`src/rtl/gs_rx_pkg.sv`:
```
// Shared types and constants for the 129-tap symmetric receive FIR sequencing logic.
package gs_rx_pkg;

    typedef enum logic [1:0] {
        ST_IDLE  = 2'd0,
        ST_FILL  = 2'd1,
        ST_RUN   = 2'd2,
        ST_FLUSH = 2'd3
    } gs_rx_state_t;

    localparam int GS_RX_TAPS        = 129;
    localparam int GS_RX_UNIQUE_COEF = 65;

endpackage

```
`src/rtl/gs_rx_filter_ctrl_if.sv`:
```
// Control/status bundle between the upstream sequencer master and the FIR controller.
interface gs_rx_filter_ctrl_if;
    import gs_rx_pkg::*;

    logic         start;
    logic         stop;
    logic         sample_valid_in;
    logic         clk_en;
    logic         zero_in;
    logic         y_valid;
    logic         busy;
    logic         done;
    logic         overrun;
    gs_rx_state_t state;

    modport master (
        output start, stop, sample_valid_in,
        input  clk_en, zero_in, y_valid, busy, done, overrun, state
    );

    modport slave (
        input  start, stop, sample_valid_in,
        output clk_en, zero_in, y_valid, busy, done, overrun, state
    );

endinterface

```
`src/rtl/gs_strobe_div.sv`:
```
// Free-running strobe generator: one-cycle tick every DIV clocks while en is high,
// phase restarted whenever en is low so the first tick lands DIV clocks after en rises.
module gs_strobe_div #(
    parameter int DIV = 4
) (
    input  logic clk,
    input  logic reset,
    input  logic en,
    output logic tick
);

    localparam int CW = (DIV > 1) ? $clog2(DIV) : 1;

    logic [CW-1:0] cnt_r;
    logic          tick_r;

    // Divide counter and registered tick
    always_ff @(posedge clk or negedge reset) begin
        if (!reset) begin
            cnt_r  <= '0;
            tick_r <= 1'b0;
        end else if (!en) begin
            cnt_r  <= '0;
            tick_r <= 1'b0;
        end else if (cnt_r == CW'(DIV - 1)) begin
            cnt_r  <= '0;
            tick_r <= 1'b1;
        end else begin
            cnt_r  <= cnt_r + CW'(1);
            tick_r <= 1'b0;
        end
    end

    assign tick = tick_r;

endmodule

```
`src/rtl/gs_rx_filter_ctrl.sv`:
```
// Sequencing controller for the receive FIR: gates clk_en from sample strobes, tracks
// delay-line fill, decimates the output-valid flag and flushes the tail with zero samples.
module gs_rx_filter_ctrl
    import gs_rx_pkg::*;
#(
    parameter int TAPS      = GS_RX_TAPS,
    parameter int FILL_LEN  = TAPS + 1,
    parameter int DECIM     = 4,
    parameter int FLUSH_DIV = 4
) (
    input  logic clk,
    input  logic reset,
    gs_rx_filter_ctrl_if.slave bus
);

    localparam int CNT_W  = $clog2(FILL_LEN + 1);
    localparam int DCNT_W = (DECIM > 1) ? $clog2(DECIM) : 1;

    gs_rx_state_t      state_r;
    logic [CNT_W-1:0]  cnt_r;
    logic [DCNT_W-1:0] dcnt_r;
    logic              zero_in_r;
    logic              y_valid_r;
    logic              busy_r;
    logic              done_r;
    logic              overrun_r;

    logic              flush_en_s;
    logic              flush_tick_s;
    logic              clk_en_s;
    logic [DCNT_W-1:0] dcnt_next_s;

    assign flush_en_s  = (state_r == ST_FLUSH);
    assign dcnt_next_s = (dcnt_r == DCNT_W'(DECIM - 1)) ? '0 : dcnt_r + DCNT_W'(1);

    gs_strobe_div #(
        .DIV (FLUSH_DIV)
    ) u_flush_div (
        .clk   (clk),
        .reset (reset),
        .en    (flush_en_s),
        .tick  (flush_tick_s)
    );

    // Filter enable: same-cycle pass-through of the sample strobe, or the flush tick
    always_comb begin
        clk_en_s = 1'b0;
        case (state_r)
            ST_FILL, ST_RUN: clk_en_s = bus.sample_valid_in;
            ST_FLUSH:        clk_en_s = flush_tick_s;
            default:         clk_en_s = 1'b0;
        endcase
    end

    // Controller FSM with fill/flush counter, decimation counter and registered flags
    always_ff @(posedge clk or negedge reset) begin
        if (!reset) begin
            state_r   <= ST_IDLE;
            cnt_r     <= '0;
            dcnt_r    <= '0;
            zero_in_r <= 1'b0;
            y_valid_r <= 1'b0;
            busy_r    <= 1'b0;
            done_r    <= 1'b0;
            overrun_r <= 1'b0;
        end else begin
            y_valid_r <= 1'b0;
            done_r    <= 1'b0;
            case (state_r)
                ST_IDLE: begin
                    // stop wins over a simultaneous start; a sample offered with start is refused
                    if (bus.start && !bus.stop) begin
                        state_r   <= ST_FILL;
                        busy_r    <= 1'b1;
                        cnt_r     <= '0;
                        dcnt_r    <= '0;
                        overrun_r <= bus.sample_valid_in;
                    end else if (bus.start && bus.sample_valid_in) begin
                        overrun_r <= 1'b1;
                    end
                end
                ST_FILL: begin
                    if (bus.stop) begin
                        state_r <= ST_IDLE;
                        busy_r  <= 1'b0;
                    end else if (bus.sample_valid_in) begin
                        cnt_r <= cnt_r + CNT_W'(1);
                        if (cnt_r == CNT_W'(FILL_LEN - 1)) begin
                            state_r   <= ST_RUN;
                            y_valid_r <= 1'b1;
                            dcnt_r    <= DCNT_W'(1 % DECIM);
                        end
                    end
                end
                ST_RUN: begin
                    if (bus.sample_valid_in) begin
                        y_valid_r <= (dcnt_r == '0);
                        dcnt_r    <= dcnt_next_s;
                    end
                    if (bus.stop) begin
                        state_r   <= ST_FLUSH;
                        zero_in_r <= 1'b1;
                        cnt_r     <= '0;
                    end
                end
                ST_FLUSH: begin
                    if (bus.sample_valid_in) begin
                        overrun_r <= 1'b1;
                    end
                    if (flush_tick_s) begin
                        y_valid_r <= (dcnt_r == '0);
                        dcnt_r    <= dcnt_next_s;
                        cnt_r     <= cnt_r + CNT_W'(1);
                        if (cnt_r == CNT_W'(TAPS - 1)) begin
                            state_r   <= ST_IDLE;
                            zero_in_r <= 1'b0;
                            busy_r    <= 1'b0;
                            done_r    <= 1'b1;
                        end
                    end
                end
                default: begin
                    state_r   <= ST_IDLE;
                    zero_in_r <= 1'b0;
                    busy_r    <= 1'b0;
                end
            endcase
        end
    end

    assign bus.clk_en  = clk_en_s;
    assign bus.zero_in = zero_in_r;
    assign bus.y_valid = y_valid_r;
    assign bus.busy    = busy_r;
    assign bus.done    = done_r;
    assign bus.overrun = overrun_r;
    assign bus.state   = state_r;

endmodule

```
`src/flat_wrapper.sv`:
```
// flat-port wrapper written by rule: the top's interface ports become plain ports
module gs_rx_filter_ctrl_flat import gs_rx_pkg::*;
#(
    parameter int TAPS      = GS_RX_TAPS,
    parameter int FILL_LEN  = TAPS + 1,
    parameter int DECIM     = 4,
    parameter int FLUSH_DIV = 4
)
  (clk, reset, bus_start, bus_stop, bus_sample_valid_in, bus_clk_en, bus_zero_in, bus_y_valid, bus_busy, bus_done, bus_overrun, bus_state);
  gs_rx_filter_ctrl_if bus_i ();
  input  logic clk;
  input  logic reset;
  input wire logic [$bits(bus_i.start)-1:0] bus_start;
  input wire logic [$bits(bus_i.stop)-1:0] bus_stop;
  input wire logic [$bits(bus_i.sample_valid_in)-1:0] bus_sample_valid_in;
  output wire logic [$bits(bus_i.clk_en)-1:0] bus_clk_en;
  output wire logic [$bits(bus_i.zero_in)-1:0] bus_zero_in;
  output wire logic [$bits(bus_i.y_valid)-1:0] bus_y_valid;
  output wire logic [$bits(bus_i.busy)-1:0] bus_busy;
  output wire logic [$bits(bus_i.done)-1:0] bus_done;
  output wire logic [$bits(bus_i.overrun)-1:0] bus_overrun;
  output wire logic [$bits(bus_i.state)-1:0] bus_state;
  assign bus_i.start = bus_start;
  assign bus_i.stop = bus_stop;
  assign bus_i.sample_valid_in = bus_sample_valid_in;
  assign bus_clk_en = bus_i.clk_en;
  assign bus_zero_in = bus_i.zero_in;
  assign bus_y_valid = bus_i.y_valid;
  assign bus_busy = bus_i.busy;
  assign bus_done = bus_i.done;
  assign bus_overrun = bus_i.overrun;
  assign bus_state = bus_i.state;
  gs_rx_filter_ctrl #(.TAPS(TAPS), .FILL_LEN(FILL_LEN), .DECIM(DECIM), .FLUSH_DIV(FLUSH_DIV)) u_core (.clk(clk), .reset(reset), .bus(bus_i));
endmodule
```
`config.mk`:
```
export PLATFORM = sky130hd
export DESIGN_NAME = gs_rx_filter_ctrl_flat
export DESIGN_NICKNAME = d
export VERILOG_FILES = /design/src/rtl/gs_rx_pkg.sv /design/src/rtl/gs_rx_filter_ctrl_if.sv /design/src/rtl/gs_strobe_div.sv /design/src/rtl/gs_rx_filter_ctrl.sv /design/src/flat_wrapper.sv
export SDC_FILE = /design/constraint.sdc
export NUM_CORES = 1
export LEC_CHECK = 0
export CAP_MARGIN = 20
export CORE_MARGIN = 4
export CORE_UTILIZATION = 45
export DETAILED_ROUTE_END_ITERATION = 10
export GPL_ROUTABILITY_DRIVEN = 0
export PLACE_DENSITY_LB_ADDON = 0.08
export RECOVER_POWER = 25
export SLEW_MARGIN = 30
export SYNTH_ARGS = -nofsm -noshare
export SYNTH_HDL_FRONTEND = slang
export SYNTH_HIERARCHICAL = 1
export SYNTH_SLANG_ARGS = --single-unit
```
`constraint.sdc`:
```
create_clock -name clk -period 1.8 [get_ports clk]
set_input_delay 0.45 -clock clk [delete_from_list [all_inputs] [get_ports clk]]
set_output_delay 0.45 -clock clk [all_outputs]
set_load 0.005 [all_outputs]
```
After elaboration in Yosys (flattened, before gate mapping)
Index checks and enable logic that the tools add are counted. Widths: inputs -> output; s select.

Bits in registers: 20. Input port bits: 5.

Mux-type cells: 47. Equality and inequality tests: 20. Add/subtract/negate cells: 3. Reductions and logical operators: 15.

Operators with widths (count): $mux 8 (5); $mux 2 (16); $pmux 8 s4 (1); $mux 1 (18); $eq 8x8->1 const B (2); $pmux 2 s4 (2); $ne 2x2->1 const B (6); $reduce_and 6->1 (2); $reduce_and 5->1 (2); $add 8x1->8 const B (1); $eq 2x2->1 const B (4); $ne 2x1->1 const B (4); $pmux 1 s2 (3); $pmux 1 s3 (2); $add 2x1->2 const B (2); $logic_not 2->1 (2); $reduce_and 4->1 (1); $reduce_bool 2->1 (2); $ne 3x1->1 const B (1); $ne 3x2->1 const B (1); $ne 3x3->1 const B (1); $reduce_and 3->1 (1); $reduce_bool 3->1 (1); $eq 2x1->1 const B (1); other kinds (3) (4).

Logic depth before layout (Yosys ltp)
Gate-level depths: netlist of run 1.

Word-level depth: 5. Depth in mapped cells: 7. Mapped depth without buffers: 6.

By module
Netlist of run 1, hierarchy kept.

By module, submodules not included: gs_rx_filter_ctrl (times used 1, cells each 124, area each 1174.9 sq um, seq. area each 425.4 sq um); gs_strobe_div (times used 1, cells each 7, area each 113.9 sq um, seq. area each 75.1 sq um).

Worst setup path before layout of run 1
Ideal clock, no wire load.

Path type: flip-flop to flip-flop. Start: register u_core.state_r[0] (netlist: u_core/bus.state[0]). End: register u_core.cnt_r[6]. Arrival: 1.834 ns. Slack: -0.118 ns. Period minus slack after synthesis: 1.918 ns. Cell stages (with the launch flop): 6. Path through: dfrtp_1 ha_1 buf_6 a22o_1 or4_2 a21boi_0.

Word-level cells in the longest chain between the ends: 3. Elaborated cells on any way between the ends: 11.

Ends and longest elaborated chain: from (decl) (line gs_rx_filter_ctrl.sv:19) `gs_rx_state_t state_r;`; from (signal assigned) (line gs_rx_filter_ctrl.sv:58) `state_r <= ST_IDLE;`; from (signal assigned) (line gs_rx_filter_ctrl.sv:73) `state_r <= ST_FILL;`; from (signal assigned) (line gs_rx_filter_ctrl.sv:84) `state_r <= ST_IDLE;`; $eq 2x2->1 *; via u_core.flush_en_s (line gs_rx_filter_ctrl.sv:28) `logic flush_en_s;`; $ne 2x1->1 (no source line); $reduce_and 5->1 (no source line); to (signal assigned) (line gs_rx_filter_ctrl.sv:87) `cnt_r <= cnt_r + CNT_W'(1);`; to (signal assigned) (line gs_rx_filter_ctrl.sv:113) `cnt_r <= cnt_r + CNT_W'(1);`; to (decl) (line gs_rx_filter_ctrl.sv:20) `logic [CNT_W-1:0] cnt_r;`.

The timed path passes the listed nets; every way through them passes the cells marked *. A chain may end at the register's enable or synchronous reset.

Final worst setup path of run 1
Start: register u_core.state_r[0] (netlist: u_core/bus.state[0]). End: output port bus_clk_en.

Elaborated cells on any way between the ends: 5.

RTL lines: $eq 2x2->1; via u_core.flush_en_s (line gs_rx_filter_ctrl.sv:28); $pmux 1 s2 (line gs_rx_filter_ctrl.sv:48) `case (state_r)`; to (decl) (line flat_wrapper.sv:16) `output wire logic [$bits(bus_i.clk_en)-1:0] bus_clk_en;`.

The timed path passes the listed nets, and every way through them passes these cells.

==> results of run 1 <==
logic make-up (layout without fill, tap and decap cells):
logic type,after synthesis,after routing,synth area share
simple gates,47,47,0.220
flops,20,20,0.388
compound gates,32,32,0.193
mux,5,5,0.0388
buf+inv,16,70,0.0524
fa+ha+maj,11,11,0.107
power by group:
part / internal, mW / switching (mW) / leakage [nW]
registers: 0.523 / 0.0754 / 0.268
clock network: 0.123 / 0.157 / 0.0210
logic: 0.661 / 0.558 / 0.620
stage by stage:
step | instances | setup WS, ns | instance area (um^2) | util | hold slack (ns)
floorplan | 131 | -0.0479 | 1300 | - | 0.154
global placement | 204 | -0.508 | 1680 | 0.609 | 0.439
detailed placement | 204 | -0.547 | 1680 | 0.609 | 0.470
CTS | 211 | -0.0304 | 1790 | 0.648 | 0.466
global route | 216 | -0.109 | 1890 | 0.687 | 0.504
finish | 216 | -0.0388 | 1890 | 0.687 | 0.485
path summary, 6_finish.rpt:
path                                                   from                           to  slack, ns  cells past startpoint
worst max-delay path                    u_core/bus.state[0]                   bus_clk_en      -0.04                      5
worst min register to register  u_core/u_flush_div/cnt_r[0]  u_core/u_flush_div/cnt_r[0]       0.48                      1
max in group asynchronous                             reset              u_core/cnt_r[1]       0.27                      2
worst min-delay path            u_core/u_flush_div/cnt_r[0]  u_core/u_flush_div/cnt_r[0]       0.48                      1
min in group asynchronous                             reset           u_core/bus.zero_in       0.86                      2
worst max register to register          u_core/bus.state[0]              u_core/cnt_r[0]       0.02                      6
state kept, by name (all words and copies together) (netlist names), named ones only:
name                      cells
u_core/bus.zero_in            1
u_core/dcnt_r                 2
u_core/u_flush_div/tick       1
u_core/bus.overrun            1
u_core/bus.done               1
u_core/bus.busy               1
u_core/bus.state              1
u_core/u_flush_div/cnt_r      2
u_core/cnt_r                  8
u_core/bus.y_valid            1
area by class of cell:
cell class              instances  area (um^2)
repair buffers                 53          438
multi-input cells              95          832
fillers                       212          863
inverters                      13         48.8
flip-flops and latches         20          500
clock buffers                   4         36.3
well taps                      31         38.8
per-layer routing:
layer | up-vias | GRT usage | part of all wire
li1 | 586 | - | -
met1 | 595 | 0.287 | 0.46
met2 | 32 | 0.290 | 0.48
met3 | 4 | 0.0335 | 0.055
met4 | 0 | 0.0727 | 0.0070
met5 | - | 0 | 0
worst reg2reg max path, stage by stage (launching register included):
cell,delay (ns)
dfrtp_1,0.44
buf_6,0.15
ha_4,0.17
a22o_4,0.28
buf_6,0.13
or4_4,0.46
o21ai_1,0.08
synth_stat cells, drive strengths merged:
cell / number
or2b: 1
ha: 11
a41oi: 1
nor4b: 1
and4: 1
inv: 13
and3: 2
a211oi: 1
nor2: 7
and2: 2
a21oi: 4
o41ai: 1
buf: 1
nor2b: 3
mux2i: 5
nand3: 4
o211ai: 3
o31ai: 5
or4: 7
o32ai: 1
dfrtp: 20
nand4: 1
o21bai: 1
nor3b: 2
a21boi: 5
nand2b: 4
clkbuf: 2
nand3b: 2
a22oi: 2
nand2: 7
nor3: 3
a22o: 3
o21ai: 5
repair_timing:
| item | 4_1_cts | 5_1_grt |
|---|---|---|
| buffers inserted | 3 | 5 |
| setup endpoints to repair | 12 | 13 |
| pin swaps | 6 | 7 |
| gates resized for setup | 22 | 19 |
| hold buffers | 0 | 0 |
| cloned | 0 | 0 |
==> summary.md, run 1 <==
| Metric | Value |
|---|---|
| Outcome | `complete, but fails checks` |
| Violated checks | `setup timing` |
| Wire per inst | `16.5 um` |
| Vias in the first global route | `around 1.2k` |
| Final setup margin | `-0.0388 ns` |
| Ant diodes | `0` |
| Final setup vio count | `1` |
| Fmax | `between 500 and 600 MHz` |
| IO Pins | `13` |
| Hold Crit Class | `flop to flop` |
| Slew headroom | `0.241` |
| H-tree levels | `1` |
| Slew Viols, Final | `0` |
| Period utilization | `1.02` |
| Synth area leaders | `dfrtp_1, ha_1, mux2i_1` |
| Commonest non-fill, non-tap cells in the layout | `buf_4, dfrtp_1, inv_1` |
| CTS tree | `yes` |
| Post-Synthesis Cells | `131` |
| Half-perimeter wire length after placement | `around 2.4 mm` |
| DR iter-0 viols | `66` |
| First-pass GRT wire length | `about 5.5 mm` |
| Port Buffers | `12` |
| Routed via count | `1217` |
| Synth top area share | `0.388` |
| Total Routing Usage GR | `0.197` |
| Clock sinks | `20` |
| Clk Latency, worst-skew pair | `around 0.31 ns` |
| Yosys Warn Count | `6` |
| Layout area overhead | `47.0%` |
| Synthesized area | `about 1300 um^2` |
| Slowest stage delay, CP | `0.43 ns` |
| Worst EP required | `approximately 1.4 ns` |
| GRT overflow | `0` |
| Routed vias/inst | `between 5 and 6` |
| CTS buffer count | `3` |
| Tmin final | `roughly 1.8 ns` |
| Critical Path AT | `between 1 and 1.5 ns` |
| Final WL | `about 3.6 mm` |
| # Max-Cap Violations | `0` |
| Final antenna-violating net count | `0` |
| Clock root buffer | `clkbuf_4` |
| Nature of the critical path startpoint | `flop` |
| Share of layout cells above drive strength 1 | `0.389` |
| Crit end category | `output pin` |
| Clock skew | `between 0.004 and 0.005 ns` |
| Chip width | `61.5 um` |
| Cells along the critical path | `buf_6, ha_4, nand2_1, a21oi_2, buf_2` |
| Leakage | `0.909 nW` |
| Mean Syn Cell Area | `around 9.8 um^2` |
| Pwr dens | `around 1100 nW/um^2` |
| Chip Height | `between 60 and 70 um` |
| Crit Path Category | `flop to output pin` |
| VDD IR max | `~750 uV` |
| Overall Power | `between 2 and 2.5 mW` |
| Top Family by Delay on Critical Path | `flip-flops` |
| Dominant cell type by area after synthesis | `dfrtp_1` |
| Post-synthesis register bit count | `20` |
| Crit-path slowest cell | `dfrtp_1` |
| Final hold vios | `0` |
| Rows | `19` |
| Syn Nets | `147` |
| Synth cell types | `40` |
| DRT Pass-1 Iters | `4` |
| Clk slew on worst S/H paths | `0.13 ns` |
| Maximum fanout along the worst path | `4` |
| Net count reported at finish | `roughly 200` |
| Clock buffer depth | `2` |
| Crit path buffers/inverters | `2` |
| Slew @ Worst Pin | `1.14 ns` |
| Die ar. | `~3800 um^2` |
| DRC | `0` |
| RSZ-0062 raised after global routing | `true` |
| Setup TNS | `-0.0388 ns` |
| Initial antenna violation count | `0` |
| Core area | `2760 um^2` |
| Initial core utilization | `0.467` |
| Commonest non-fill, non-tap cell in the layout | `buf_4` |
| Largest net degree at the start of global routing | `21` |
| Register area share after synthesis | `0.388` |
(Power assumes the default switching activity.)
==> inputs of run 2 (changes only) <==
--- a/config.mk
+++ b/config.mk
@@ -9,7 +9,6 @@
 export CORE_MARGIN = 4
 export CORE_UTILIZATION = 45
 export DETAILED_ROUTE_END_ITERATION = 10
-export GPL_ROUTABILITY_DRIVEN = 0
 export PLACE_DENSITY_LB_ADDON = 0.08
 export RECOVER_POWER = 25
 export SLEW_MARGIN = 30
==> constraint.sdc (replaced) <==
create_clock -name clk -period 2.37 [get_ports clk]
set_input_delay 0.5925 -clock clk [delete_from_list [all_inputs] [get_ports clk]]
set_output_delay 0.5925 -clock clk [all_outputs]
set_load 0.005 [all_outputs]
==> run 2 against run 1 <==
Against the previous run:
- largest cell class unchanged
- wire length is 24% lower
- global-route usage is 3.1 points lower
- the flow now finishes without violations
- cell area is 18% lower
- register-to-register slack better by 0.28 ns
- final cell count is 13% lower
- clock power is 28% lower
- highest routed layer unchanged
- setup slack better by 0.24 ns
- core utilization is 12 points lower
- flip-flop and latch count stayed put
- critical path type is now input port to flop
- non-clock buffer count is 28 lower
==> summary.md, run 2 (same netlist as run 1, synthesis figures left out) <==
| Metric | Value |
|---|---|
| GRT overflow | `0` |
| Crit path buffers/inverters | `2` |
| Nature of the critical path startpoint | `input port` |
| Maximum fanout along the worst path | `7` |
| Vias in the first global route | `about 980` |
| Register area | `approximately 500 um^2` |
| Crit end category | `flop` |
| Clock skew | `approximately 0.0084 ns` |
| Critical Path AT | `approximately 2.4 ns` |
| DRT Pass-1 Iters | `4` |
| Slew @ Worst Pin | `1.07 ns` |
| Final antenna-violating net count | `0` |
| Die ar. | `~3800 um^2` |
| Tmin final | `roughly 2.2 ns` |
| Slowest stage delay, CP | `between 0.5 and 0.6 ns` |
| # Max-Cap Violations | `0` |
| Routed vias/inst | `between 5 and 6` |
| Slew headroom | `0.290` |
| First-pass GRT wire length | `roughly 4.5 mm` |
| Clock root buffer | `clkbuf_4` |
| Sw Ratio | `0.379` |
| Clock power frac | `0.160` |
| Outcome | `complete, no violations` |
| RSZ-0062 raised after global routing | `false` |
| Port Buffers | `12` |
| Overall Power | `1.27 mW` |
| Crit Path Category | `input port to flop` |
| Internal power | `just under 0.8 mW` |
| DRC | `0` |
| Ant diodes | `0` |
| Clk Latency, worst-skew pair | `~0.31 ns` |
| Busiest layer in global routing | `met2` |
| Sequential share of power | `0.362` |
| Top Family by Delay on Critical Path | `simple AND/OR/NAND/NOR gates` |
| Initial core utilization | `0.467` |
| CTS buffer count | `3` |
| VDD IR max | `~580 uV` |
| Half-perimeter wire length after placement | `approximately 2.1 mm` |
| H-tree levels | `1` |
| GR Layer Usage met2 | `0.247` |
| Clk slew on worst S/H paths | `roughly 0.11 ns` |
| Routed via count | `around 1.1k` |
| Total Routing Usage GR | `0.166` |
| Rows | `19` |
| Initial antenna violation count | `0` |
| Cells along the critical path | `clkdlybuf4s50_1, nand2b_1, a22o_1, buf_4, or4_1, o21ai_0` |
| CTS Hold Bufs | `0` |
| Final setup vio count | `0` |
| Crit-path slowest cell | `or4_1` |
| Commonest non-fill, non-tap cells in the layout | `dfrtp_1, buf_4, inv_1, clkdlybuf4s50_1, ha_1` |
| Leakage | `0.712 nW` |
| Clock sinks | `20` |
| Hold Crit Class | `flop to flop` |
| Biggest register | `u_core/cnt_r` |
| Multi-input gate area | `723 um^2` |
| Switch Pwr | `0.480 mW` |
| Final hold vios | `0` |
| DR iter-0 viols | `34` |
| Slew Viols, Final | `0` |
| Period utilization | `0.916` |
| IO Pins | `13` |
| Placer Congestion | `roughly 0.84` |
| GR Util met1 | `0.225` |
| Chip width | `around 60 um` |
| Largest registers | `u_core/cnt_r: 8 flops, u_core/dcnt_r: 2 flops, u_core/u_flush_div/cnt_r: 2 flops` |
| Largest net degree at the start of global routing | `21` |
| Wire per inst | `about 14 um` |
| Placed instance area | `roughly 1500 um^2` |
| Final WL | `~2.7 mm` |
| Post-route cell area | `1560 um^2` |
| # fillers | `about 260` |
| Max FFs per register | `8` |
| Grt met3 use | `0.0503` |
| Layout area overhead | `21.2%` |
| Worst EP required | `roughly 2.6 ns` |
| Pwr dens | `around 800 nW/um^2` |
| Chip Height | `approximately 62 um` |
| CTS tree | `yes` |
| Clock buffer depth | `2` |
| Net count reported at finish | `174` |
| Commonest non-fill, non-tap cell in the layout | `dfrtp_1` |
| Share of layout cells above drive strength 1 | `0.172` |
| Core area | `around 2800 um^2` |
| Fmax | `around 460 MHz` |
| Logic gate share of total power | `0.478` |
run 2: cell count changes in the layout (fill, tap and decap cells not counted), sizes merged:
cell,before,now
buf,41,12
clkdlybuf4s50,7,10
dlygate4sd2,2,1
dlymetal6s2s,1,0
run 2: timing repair:
action                                  CTS  global route
endpoints found under the setup margin    1             0
resized for setup                         4             0
buffers inserted                          3             0
run 2: layout make-up:
type	count	area share
flip-flops and latches	20	0.321
inverters	13	0.0312
well taps	31	0.0248
repair buffers	25	0.136
multi-input cells	95	0.463
clock buffers	4	0.0232
run 2: stage by stage:
stage                     hold WS [ns]  TNS (ns)  worst slack (ns)  utilization  std cells
after floorplan                  0.297         0             0.452            -        131
after global placement           0.437    -0.109           -0.0361        0.545        181
after detailed placement         0.450    -0.346            -0.140        0.545        181
after CTS                        0.468         0             0.199        0.568        188
after global routing             0.491         0            0.0782        0.566        188
final                            0.466         0             0.198        0.566        188
run 2: path summary, 6_finish.rpt:
kind	startpoint	endpoint	slack, ns	depth (start not counted)
worst max-delay path	bus_stop	u_core/cnt_r[3]	0.20	6
worst max register to register	u_core/bus.state[0]	u_core/cnt_r[3]	0.30	6
worst min register to register	u_core/u_flush_div/cnt_r[0]	u_core/u_flush_div/cnt_r[0]	0.47	1
max in group asynchronous	reset	u_core/bus.state[0]	0.68	2
worst min-delay path	u_core/u_flush_div/cnt_r[0]	u_core/u_flush_div/cnt_r[0]	0.47	1
min in group asynchronous	reset	u_core/cnt_r[3]	0.97	2
run 2: metal layers:
metal  vias to the layer above  wire length [um]
li1                        529                 -
met1                       519              1320
met2                        24              1220
met3                         5               141
met4                         0                46
met5                         -                 0
run 2: power groups by stage:
stage                     registers [mW]  logic [mW]  clock network (mW)
final                              0.459       0.606               0.202
after global routing               0.464       0.676               0.225
after CTS                          0.457       0.608               0.214
after detailed placement           0.467       0.574                   0
after global placement             0.464       0.567                   0
after floorplan                    0.456       0.363                   0
==> inputs of run 3 (changes only) <==
--- a/config.mk
+++ b/config.mk
@@ -9,10 +9,9 @@
 export CORE_MARGIN = 4
 export CORE_UTILIZATION = 45
 export DETAILED_ROUTE_END_ITERATION = 10
-export PLACE_DENSITY_LB_ADDON = 0.08
+export PLACE_DENSITY_LB_ADDON = 0.12
 export RECOVER_POWER = 25
 export SLEW_MARGIN = 30
 export SYNTH_ARGS = -nofsm -noshare
 export SYNTH_HDL_FRONTEND = slang
-export SYNTH_HIERARCHICAL = 1
 export SYNTH_SLANG_ARGS = --single-unit
==> run 3 against run 2 <==
Against the previous run:
- maximum frequency increased by 3.3%
- final cell count increased by 5.3%
- synthesized cell count increased by 5.3%
- first-iteration DRC count decreased by 8.8%
- clock skew decreased by 0.0011 ns
- non-clock buffer count increased by 4
- flip-flop and latch count unchanged
- register-to-register slack got worse by 0.02 ns
- area after synthesis about the same
- critical path depth decreased by 1
- setup slack improved by 0.069 ns
- largest power group unchanged
- highest routed layer unchanged
==> summary.md, run 3 <==
| Metric | Value |
|---|---|
| IO Pins | `13` |
| Core area | `between 2000 and 3000 um^2` |
| Maximum fanout along the worst path | `8` |
| Clock skew | `0.00727 ns` |
| Ant diodes | `0` |
| Clock sinks | `20` |
| Biggest register | `u_core.cnt_r` |
| Register area share after synthesis | `0.388` |
| Nature of the critical path startpoint | `input port` |
| Commonest non-fill, non-tap cells in the layout | `dfrtp_1, buf_4, a21oi_1, nand2_1` |
| Wire per inst | `~14 um` |
| Post-synthesis register bit count | `20` |
| # fillers | `around 240` |
| Crit end category | `flop` |
| Clk slew on worst S/H paths | `0.13 ns` |
| Chip width | `a little over 60 um` |
| Ys flop type | `dfrtp_1` |
| Post-Synthesis Cells | `between 100 and 150` |
| Largest net degree at the start of global routing | `21` |
| Mean Syn Cell Area | `between 9 and 10 um^2` |
| Outcome | `complete, no violations` |
| Critical Path AT | `~2.3 ns` |
| Number of synthesized flops with an enable pin | `0` |
| Total Routing Usage GR | `0.171` |
| Final hold vios | `0` |
| Hold depth | `1` |
| Final antenna-violating net count | `0` |
| First-pass GRT wire length | `4.80 mm` |
| Initial core utilization | `0.468` |
| Synth top area share | `0.388` |
| Post-route cell area | `~1600 um^2` |
| Internal power | `approximately 0.87 mW` |
| Clock buffer depth | `2` |
| Final core occ | `0.591` |
| Die ar. | `3790 um^2` |
| Slew headroom | `0.269` |
| VDD IR max | `between 600 and 700 uV` |
| Worst r2r path cells | `6` |
| Fmax | `475 MHz` |
| Placer Congestion | `around 0.79` |
| DR iter-0 viols | `31` |
| Half-perimeter wire length after placement | `~2.2 mm` |
| Routed via count | `about 1.1k` |
| Clk Latency, worst-skew pair | `0.31 ns` |
| Leakage | `around 0.74 nW` |
| Clock root buffer | `clkbuf_4` |
| Worst EP required | `2.58 ns` |
| Final setup vio count | `0` |
| Reg2Reg Setup Slack | `0.28 ns` |
| CTS buffer count | `3` |
| Final setup margin | `around 0.27 ns` |
| Commonest non-fill, non-tap cell in the layout | `dfrtp_1` |
| Chip Height | `around 62 um` |
| CTS Hold Bufs | `0` |
| Dominant cell type by area after synthesis | `dfrtp_1` |
| Layout area overhead | `26.3%` |
| Pwr dens | `approximately 830 nW/um^2` |
| Share of layout cells above drive strength 1 | `0.186` |
| Routed vias/inst | `approximately 5.7` |
| Slew Viols, Final | `0` |
| Synthesized area | `roughly 1300 um^2` |
| Net count reported at finish | `between 150 and 200` |
| Synth top cells by count | `dfrtp_1, a21oi_1, nand2_1, inv_1, ha_1` |
| Initial antenna violation count | `0` |
| GRT overflow | `0` |
| DRT Pass-1 Iters | `4` |
| Clock power frac | `0.211` |
| Crit Path Category | `input port to flop` |
| Synth area leaders | `dfrtp_1, ha_1, a21oi_1` |
| Slew @ Worst Pin | `1.10 ns` |
| Tmin final | `around 2.1 ns` |
| Sequential share of power | `0.325` |
| Final WL | `2.80 mm` |
| H-tree levels | `1` |
| Vias in the first global route | `between 1k and 1.5k` |
| DRC | `0` |
| Switch Pwr | `slightly below 0.5 mW` |
| Port Buffers | `12` |
| Rows | `19` |
| Place WS | `-0.0741 ns` |
| # Max-Cap Violations | `0` |
| Yosys Warn Count | `0` |
| Largest registers | `u_core.cnt_r: 8 flops, u_core.dcnt_r: 2 flops, u_core.u_flush_div.cnt_r: 2 flops` |
| Most common cell in the netlist | `dfrtp_1` |
| Period utilization | `0.887` |
| Syn Nets | `154` |
| Placed instance area | `around 1500 um^2` |
| CTS tree | `yes` |
| Async set-reset flop share out of synthesis | `1.00` |
| Max FFs per register | `8` |
| Synth cell types | `38` |
| RSZ-0062 raised after global routing | `false` |
| Sw Ratio | `0.358` |
| Logic gate share of total power | `0.464` |
| Hold Crit Class | `flop to flop` |
[run 3: final cells by class]
type / count / area [um^2] / area share
Clock buffer: 3 / 22.5 / 0.0138
Clock inverter: 1 / 30.0 / 0.0184
Multi-Input combinational cell: 102 / 749 / 0.460
Inverter: 12 / 45.0 / 0.0276
Tap cell: 31 / 38.8 / 0.0238
Timing Repair Buffer: 29 / 243 / 0.149
Sequential cell: 20 / 500 / 0.307
[run 3: cell families (layout without fill, tap and decap cells)]
logic type | count (synthesis) | after routing | share of synthesized area
mux | 4 | 4 | 0.0320
flops | 20 | 20 | 0.388
compound gates | 38 | 38 | 0.205
fa+ha+maj | 11 | 11 | 0.107
buf+inv | 16 | 45 | 0.0524
simple gates | 49 | 49 | 0.216
[run 3: metal layers]
layer | global-route usage | part of all wire | vias up
li1 | - | - | 555
met1 | 0.218 | 0.43 | 551
met2 | 0.296 | 0.52 | 18
met3 | 0.0189 | 0.039 | 2
met4 | 0.0636 | 0.0075 | 0
met5 | 0 | 0 | -
[run 3: repair_timing]
action | CTS | global route
setup buffers | 1 | 0
setup endpoints to repair | 1 | 0
gates resized for setup | 7 | 0
[run 3: per-stage QoR]
stage | std cells | TNS (ns) | power [mW] | hold slack, ns
floorplan | 138 | 0 | 0.815 | 0.297
global placement | 193 | -0.0290 | 1.05 | 0.423
detailed placement | 193 | -0.180 | 1.06 | 0.434
CTS | 198 | 0 | 1.38 | 0.452
global route | 198 | 0 | 1.47 | 0.459
finish | 198 | 0 | 1.36 | 0.449
[run 3: worst paths after layout]
check                                                   end                        start
worst max-delay path                        u_core.cnt_r[6]                     bus_stop
worst min-delay path            u_core.u_flush_div.cnt_r[0]  u_core.u_flush_div.cnt_r[0]
worst max register to register              u_core.cnt_r[6]          u_core.bus.state[0]
worst min register to register  u_core.u_flush_div.cnt_r[0]  u_core.u_flush_div.cnt_r[0]
max in group asynchronous                   u_core.cnt_r[7]                        reset
min in group asynchronous                u_core.bus.y_valid                        reset
[run 3: power groups by stage]
stage / clock, mW / combinational [mW] / sequential [mW]
after floorplan: 0 / 0.366 / 0.449
after global placement: 0 / 0.605 / 0.445
after detailed placement: 0 / 0.618 / 0.447
after CTS: 0.300 / 0.639 / 0.441
after global routing: 0.311 / 0.711 / 0.452
final: 0.287 / 0.631 / 0.441
[run 3: critical path: stages]
cell and delay (ns):
clkdlybuf4s50_1 0.50, and2b_4 0.20, a211o_1 0.33, nor4_1 0.32, mux2_2 0.37
